## src/rtl/muldiv_pkg.sv

```systemverilog
// Shared encodings and constants for the iterative multiply/divide unit.
// Op codes are also consumed by the control/decode path.
package muldiv_pkg;

  typedef enum logic [1:0] {
    OP_MULT  = 2'b00,
    OP_MULTU = 2'b01,
    OP_DIV   = 2'b10,
    OP_DIVU  = 2'b11
  } op_e;

  typedef enum logic [1:0] {
    IDLE = 2'b00,
    CALC = 2'b01,
    FIX  = 2'b10
  } state_e;

  localparam logic [31:0] DIV0_LO = 32'hFFFF_FFFF;

  function automatic logic op_is_div(input op_e o);
    return (o == OP_DIV) || (o == OP_DIVU);
  endfunction

  function automatic logic op_is_signed(input op_e o);
    return (o == OP_MULT) || (o == OP_DIV);
  endfunction

endpackage

```

## src/rtl/muldiv_unit.sv

```systemverilog
// Iterative MULT/MULTU/DIV/DIVU unit holding HI/LO.
// Shift-add multiply and restoring divide share one 2*WIDTH work register.
module muldiv_unit
  import muldiv_pkg::*;
#(
  parameter int WIDTH = 32
) (
  input  logic             clk,
  input  logic             rst,
  input  logic             start,
  input  logic [1:0]       op,
  input  logic [WIDTH-1:0] opa,
  input  logic [WIDTH-1:0] opb,
  input  logic             hi_we,
  input  logic             lo_we,
  input  logic [WIDTH-1:0] wdata,
  output logic             busy,
  output logic             done,
  output logic             div_by_zero,
  output logic [WIDTH-1:0] hi,
  output logic [WIDTH-1:0] lo
);

  localparam int CW = $clog2(WIDTH) + 1;
  localparam logic [CW-1:0] LAST = CW'(WIDTH - 1);

  state_e             state_q, state_d;
  op_e                op_q, op_in;
  logic [2*WIDTH-1:0] work_q;
  logic [WIDTH-1:0]   b_q;
  logic [CW-1:0]      cnt_q;
  logic               sign_q, sign_r, dz_q;

  logic               in_signed, in_div, accept, mt_ok;
  logic [WIDTH-1:0]   a_mag, b_mag;

  assign op_in     = op_e'(op);
  assign in_signed = op_is_signed(op_in);
  assign in_div    = op_is_div(op_in);
  assign a_mag     = (in_signed & opa[WIDTH-1]) ? -opa : opa;
  assign b_mag     = (in_signed & opb[WIDTH-1]) ? -opb : opb;
  assign accept    = start & (state_q == IDLE);
  assign mt_ok     = ~start & (state_q == IDLE);
  assign busy      = (state_q != IDLE);

  logic [WIDTH:0]     mul_sum;
  logic [2*WIDTH-1:0] mul_next;
  logic [WIDTH:0]     rem_sh, rem_diff;
  logic [2*WIDTH-1:0] div_next;

  always_comb begin
    mul_sum  = {1'b0, work_q[2*WIDTH-1:WIDTH]}
             + (work_q[0] ? {1'b0, b_q} : '0);
    mul_next = {mul_sum, work_q[WIDTH-1:1]};
    rem_sh   = work_q[2*WIDTH-1:WIDTH-1];
    rem_diff = rem_sh - {1'b0, b_q};
    // No borrow means the shifted remainder covers the divisor.
    if (!rem_diff[WIDTH])
      div_next = {rem_diff[WIDTH-1:0], work_q[WIDTH-2:0], 1'b1};
    else
      div_next = {work_q[2*WIDTH-2:0], 1'b0};
  end

  logic [2*WIDTH-1:0] prod_fix;
  logic [WIDTH-1:0]   quo_fix, rem_fix;

  always_comb begin
    prod_fix = sign_q ? -work_q : work_q;
    quo_fix  = sign_q ? -work_q[WIDTH-1:0] : work_q[WIDTH-1:0];
    rem_fix  = sign_r ? -work_q[2*WIDTH-1:WIDTH]
                      : work_q[2*WIDTH-1:WIDTH];
  end

  always_comb begin
    state_d = state_q;
    unique case (state_q)
      IDLE:    if (start) state_d = CALC;
      CALC:    if (cnt_q == LAST) state_d = FIX;
      FIX:     state_d = IDLE;
      default: state_d = IDLE;
    endcase
  end

  always_ff @(posedge clk or posedge rst) begin
    if (rst) state_q <= IDLE;
    else     state_q <= state_d;
  end

  always_ff @(posedge clk or posedge rst) begin
    if (rst) begin
      op_q        <= OP_MULT;
      work_q      <= '0;
      b_q         <= '0;
      cnt_q       <= '0;
      sign_q      <= 1'b0;
      sign_r      <= 1'b0;
      dz_q        <= 1'b0;
      done        <= 1'b0;
      div_by_zero <= 1'b0;
      hi          <= '0;
      lo          <= '0;
    end else begin
      done        <= 1'b0;
      div_by_zero <= 1'b0;
      if (accept) begin
        op_q   <= op_in;
        work_q <= {{WIDTH{1'b0}}, in_div ? a_mag : b_mag};
        b_q    <= in_div ? b_mag : a_mag;
        cnt_q  <= '0;
        sign_q <= in_signed & (opa[WIDTH-1] ^ opb[WIDTH-1]);
        sign_r <= in_signed & opa[WIDTH-1];
        dz_q   <= in_div & (opb == '0);
      end else if (state_q == CALC) begin
        work_q <= op_is_div(op_q) ? div_next : mul_next;
        cnt_q  <= cnt_q + 1'b1;
      end else if (state_q == FIX) begin
        done        <= 1'b1;
        div_by_zero <= dz_q;
        if (op_is_div(op_q)) begin
          hi <= rem_fix;
          lo <= dz_q ? WIDTH'(DIV0_LO) : quo_fix;
        end else begin
          hi <= prod_fix[2*WIDTH-1:WIDTH];
          lo <= prod_fix[WIDTH-1:0];
        end
      end else if (mt_ok) begin
        if (hi_we) hi <= wdata;
        if (lo_we) lo <= wdata;
      end
    end
  end

endmodule

```

## config.mk

```make
export PLATFORM = sky130hd
export DESIGN_NAME = muldiv_unit
export DESIGN_NICKNAME = d
export VERILOG_FILES = /design/src/rtl/muldiv_pkg.sv /design/src/rtl/muldiv_unit.sv
export SDC_FILE = /design/constraint.sdc
export NUM_CORES = 1
export LEC_CHECK = 0
export CORE_MARGIN = 8
export CORE_UTILIZATION = 25
export CTS_CLUSTER_SIZE = 16
export DETAILED_ROUTE_END_ITERATION = 16
export GPL_TIMING_DRIVEN = 1
export HOLD_SLACK_MARGIN = 0.05
export PLACE_DENSITY = 0.48
export SLEW_MARGIN = 20
export SYNTH_ARGS = -nofsm -noshare
export SYNTH_HDL_FRONTEND = slang
export SYNTH_SLANG_ARGS = --single-unit
export TNS_END_PERCENT = 50
```

## constraint.sdc

```tcl
create_clock -name clk -period 7.5 [get_ports clk]
set_input_delay 1.125 -clock clk [delete_from_list [all_inputs] [get_ports clk]]
set_output_delay 1.125 -clock clk [all_outputs]
set_load 0.005 [all_outputs]
```

==> results.cfg, run 1 <==
[global_routing]
grt.overflow.total = 0
grt_pass1_vias = 13830
antenna_found_initial = 3
grt_max_degree = 98
grt_pass1_wl_um = 87010
grtUsageTotal_pct = 16.68

[synthesis]
synth_cell_types = 78
synth_warnings = 0
avgSynthCellArea_um2 = 7.786
synth.cell_area_um2 = 15070
synth_area_leader_cell = dfrtp_1
async_reset_ff_share_pct = 100.0
synth_seq_area_share_pct = 28.88
ys.flop_type = dfrtp_1
synth-seq-cells = 174
synthCells = 1936
synth_top_cell_area_share_pct = 28.88
synthTopCellsByArea = dfrtp_1, o21ai_0, nand2_1
synth-edff-count = 0
synth_fp_nets = 2110

[clock_network]
cts_setup_buffers = 0
cts_tree = done
clk_latency_ns = 0.48
clock-sinks = 174
clk_pin_slew_worst_paths_ns = 0.08
numCtsBuffers = 17
cts.htree.levels = 4
ctsResizeCount = 0
cts_root_buffer = clkbuf_16
postCtsHoldBufs = 0
clk_path_buf_depth = 2

[finish]
post-route-util_pct = 30.00
areaGrowthSynthToFinish_pct = 19.44
fin_nets = 2189
finalInstanceArea_um2 = 18000
layout_common_cells = nand2_1, o21ai_0, dfrtp_1, clkdlybuf4s50_1, nor2_1
layout_commonest_cell = nand2_1
drive_gt1_share_pct = 3.846
final_cells = 2811

[power_and_ir_drop]
irDropWorstVdd_mv = 0.2810
p_per_area_nw_per_um2 = 493.0
p_leak_nw = 7.328

[setup_path]
slowest_delay_ns = 0.85
crit_fanout = 32
cp-start-kind = flop
worstReg2RegStart = work_q[0]
cp_top_family = compound AO/OA/AOI/OAI gates
crit_arrival_ns = 5.04
crit_path_start = work_q[0]
worst-path-buf-inv = 1
path_class = reg2reg
critPathRequiredTime_ns = 7.89
crit_chain = clkinv_1, nor2_1, ha_1, a21oi_1, o211ai_1, a32o_1, a41o_1, a211o_1, a311oi_1, o21ai_0, xnor2_1, a211oi_1
crit_path_top_delay_cell = clkinv_1
end_kind = flop

[sta]
slew_headroom_pct = 28.14
post-route-period-util_pct = 61.95
hold_slack_ns = 0.4779
hold_viol_final = 0
clock_skew_ns = 0.01790
fmax_ghz = 0.2152
slew_violations = 0
timing.setup.tns_ns = 0
finalSetupViolations = 0
final.min_clock_period_ns = 4.646
rsz0062_at_grt = false
worstMarginPinSlew_ns = 1.077

[detailed_routing]
via_count = 14490
drc_errors = 0
viasPerCell = 5.153
finalWirelength_um = 58820
wl_per_cell_um = 20.92
drtIter0Drc = 1089
first_pass_iters = 5
antenna_left = 0

[floorplan]
rows = 90
core_um2 = 60020
die_h_um = 261.6
fp.dieW_um = 261.6
die_area_um2 = 68410
start_util_pct = 25.12
io_pins = 170

[hold_path]
holdCritStartpoint = lo[19]
hp-class = reg2reg

[placement]
placed_area_um2 = 17410
io_buffers = 169
hpwl_um = 45850
gp_congestion = 0.9034
dpl.cell_count = 2778

[job]
drv_cap = 0

[run_status]
status = completed
tightest hold or removal path, delay by kind of cell (launching register included):
family	cells	cell delay, ns
simple gates	1	0.04
compound gates	1	0.06
flops	1	0.35
logic make-up (layout without fill, tap and decap cells):
family          count (synthesis)  in the layout  share of synthesized area [%]
compound gates                636            636                          25.65
simple gates                  602            602                          18.51
buf+inv                       192            284                          5.038
flops                         174            174                          28.88
xor+xnor                      172            172                          9.993
mux                            89             89                          5.935
fa+ha+maj                      71             71                          5.993
other cells                     0              1                              0
per-stage QoR:
step           power (mW)  setup slack, ns
6_report            8.876            2.854
5_1_grt             9.598            2.472
4_1_cts             8.901            3.017
3_5_place_dp        7.943            3.031
3_3_place_gp        7.903            3.164
2_1_floorplan       5.975            1.658
cell usage after synthesis (10+ instances only):
master,n
clkbuf_1,102
xor2_1,75
a31oi_1,10
or4_1,12
a22oi_1,14
xnor2_1,97
dfrtp_1,174
nor2b_1,28
inv_1,67
mux2i_1,86
nor4_1,17
nand2_1,246
nand2b_1,22
o22ai_1,24
a21o_1,42
o21ai_0,236
o31ai_1,16
o41ai_1,11
nand3_1,22
o211ai_1,61
a21oi_1,146
nor2_1,159
buf_1,12
a211oi_1,23
ha_1,69
nor3_1,36
and3_1,11
report_power, final:
part           leakage (nW)  switching, mW  internal, mW
Sequential             2.10          0.731          1.42
Combinational          4.94           3.31          2.49
Clock                 0.286          0.445         0.483
metal layers:
metal | wire length [um] | GRT usage [%]
met1 | 27620 | 22.99
met2 | 26780 | 26.65
met3 | 2919 | 2.196
met4 | 1496 | 5.622
met5 | 0 | 0
final timing paths:
check | to | slack (ns) | depth (start not counted)
min in group asynchronous | hi[6] | 1.24 | 2
max in group asynchronous | lo[14] | 5.07 | 3
min | lo[19] | 0.48 | 2
max reg2reg | work_q[62] | 2.85 | 12
min reg2reg | lo[19] | 0.48 | 2
max | work_q[62] | 2.85 | 12
registers in the layout, summed over array words and instances (netlist names):
name	flops
op_q	1
b_q	32
state_q	2
sign_r	1
work_q	64
sign_q	1
hi	32
lo	32
cnt_q	6
div_by_zero	1
dz_q	1
done	1
layout make-up:
| cell class | count | area [um2] |
|---|---|---|
| antenna | 1 | 2.502 |
| clock buffer | 19 | 452.9 |
| clock inverter | 13 | 133.9 |
| fill | 6439 | 42020 |
| inverter | 68 | 260.3 |
| multi-input combinational | 1570 | 10020 |
| sequential | 174 | 4355 |
| tap | 782 | 978.4 |
| timing repair buffer | 184 | 1802 |
(Power assumes the default switching activity.)
==> run 2, diff against run 1 <==
clock period = 4.4 ns   (was 7.5 ns; I/O delays follow)
==> run 2 against run 1 <==
Critical path depth is the same. Highest routed layer unchanged. Total power grew 72%. Die area is the same. First-iteration DRC count grew 3.0%. Hold slack gained 0.0032 ns. Sequential cell count is the same. Maximum frequency grew 19%.
==> results.cfg, run 2 (synthesized netlist as in run 1, its figures left out) <==
[clock_network]
numCtsBuffers = 17
postCtsHoldBufs = 0
clk_pin_slew_worst_paths_ns = 0.07
cts_setup_buffers = 0
cts.htree.levels = 4
clk_path_buf_depth = 2
cts_root_buffer = clkbuf_16
clk_latency_ns = 0.46
clock-sinks = 174
cts_tree = done
ctsResizeCount = 0

[power_and_ir_drop]
netSwitchingPower_mw = 7.620
swShare_pct = 49.89
finalPower_mw = 15.28
irDropWorstVdd_mv = 0.3826
share_comb_of_total_power_pct = 67.1
p_int_mw = 7.655
p_leak_nw = 7.472
p_per_area_nw_per_um2 = 837.7
power_frac_clock_pct = 10.2
seqPwrFrac_pct = 22.7

[global_routing]
grt_pass1_vias = 14090
grt_pass1_wl_um = 87020
grtUsageTotal_pct = 16.65
grt_max_degree = 101
grt.overflow.total = 0
antenna_found_initial = 3

[finish]
fin_nets = 2216
finalInstanceArea_um2 = 18230
layout_common_cells = nand2_1, o21ai_0, dfrtp_1, clkdlybuf4s50_1, nor2_1
layout_commonest_cell = nand2_1
drive_gt1_share_pct = 5.012
areaGrowthSynthToFinish_pct = 20.96
top_register = work_q
post-route-util_pct = 30.38
largest_reg_flops = 64

[hold_path]
holdCritStartpoint = lo[20]
hp-class = reg2reg
hold_end = lo[20]
min_path_cells = 2

[detailed_routing]
drc_errors = 0
route.met2.wl_um = 26830
viasPerCell = 5.147
first_pass_iters = 7
antenna_left = 0
drtIter0Drc = 1122
finalWirelength_um = 58610
wl_met3_um = 3618
met1Wirelength_um = 26940
top_layer_used = met4
wl_per_cell_um = 20.65
via_count = 14610

[placement]
placed_area_um2 = 17640
gp_congestion = 0.8838
hpwl_um = 46490
io_buffers = 169

[sta]
clock_skew_ns = 0.01130
worstMarginPinSlew_ns = 0.9878
timing.setup.tns_ns = 0
slew_headroom_pct = 34.15
final.min_clock_period_ns = 3.904
fmax_ghz = 0.2561
finalSetupViolations = 0
slew_violations = 0
post-route-period-util_pct = 88.74
hold_viol_final = 0
rsz0062_at_grt = false

[setup_path]
worstReg2RegStart = work_q[0]
path_class = reg2reg
crit_arrival_ns = 4.27
r2r_slack_ns = 0.50
critPathRequiredTime_ns = 4.77
reg2reg_to = work_q[62]
rr_worst_depth = 12
end_kind = flop
cp-start-kind = flop
crit_fanout = 15

[floorplan]
die_area_um2 = 68410
fp.dieW_um = 261.6
start_util_pct = 25.12
rows = 90
io_pins = 170
die_h_um = 261.6
core_um2 = 60020

[job]
drv_cap = 0

[run_status]
status = completed
[run 2: cell count changes in the layout (fill, tap and decap cells not counted), moves of 3 or more]
| cell | before | now |
|---|---|---|
| buf_12 | 0 | 3 |
| buf_4 | 16 | 40 |
| clkbuf_8 | 2 | 5 |
| clkinv_2 | 3 | 0 |
[run 2: worst max path at each step]
stage | slack [ns] | end | start
3_3_place_gp | 0.32 | work_q[30] | opb[3]
5_1_grt | 0.08 | work_q[62] | work_q[0]
2_1_floorplan | 1.01 | work_q[62] | work_q[0]
3_5_place_dp | 0.27 | work_q[30] | opb[3]
6_report | 0.50 | work_q[62] | work_q[0]
4_1_cts | 0.50 | work_q[62] | work_q[0]
[run 2: layout make-up]
type / count / area, um2
Fill cell: 6385 / 41790
Multi-Input combinational cell: 1570 / 10010
Sequential cell: 174 / 4355
Timing Repair Buffer: 211 / 2042
Tap cell: 782 / 978.4
Clock buffer: 22 / 494.2
Inverter: 68 / 259.0
Clock inverter: 10 / 92.59
Antenna cell: 1 / 2.502
[run 2: metal layers]
layer,global-route usage [%],up-vias
li1,-,7141
met1,22.54,6990
met2,26.84,413
met3,3.323,64
met4,4.395,0
met5,0,-
[run 2: stage by stage]
stage                     instances  hold slack, ns  setup slack, ns
after floorplan                1936          0.4479            1.013
after global placement         2805          0.4622           0.3205
after detailed placement       2805          0.4712           0.2731
after CTS                      2837          0.4862           0.4952
after global routing           2837          0.5165          0.08413
final                          2838          0.4811           0.4955
[run 2: power groups by stage]
stage	registers [mW]	clock network, mW	logic [mW]
floorplan	3.04	0	7.15
global placement	3.48	0	10.2
detailed placement	3.49	0	10.2
CTS	3.46	1.61	10.3
global route	3.58	1.66	11.3
finish	3.47	1.56	10.2
[run 2: critical path, stage by stage, from the launching register on]
cell,delay (ns)
dfrtp_1,0.45
inv_1,0.43
nor2_1,0.10
ha_1,0.36
a21oi_1,0.26
o211ai_1,0.21
a32o_1,0.34
a41o_1,0.31
a211o_1,0.35
a311oi_1,0.41
o21ai_0,0.21
xnor2_1,0.15
a211oi_1,0.23
==> run 3, diff against run 2 <==
SKIP_LAST_GASP = 1   (was unset)
==> results of run 3 <==
Same layout as run 2: the final DEF is identical, and so are final timing and power.
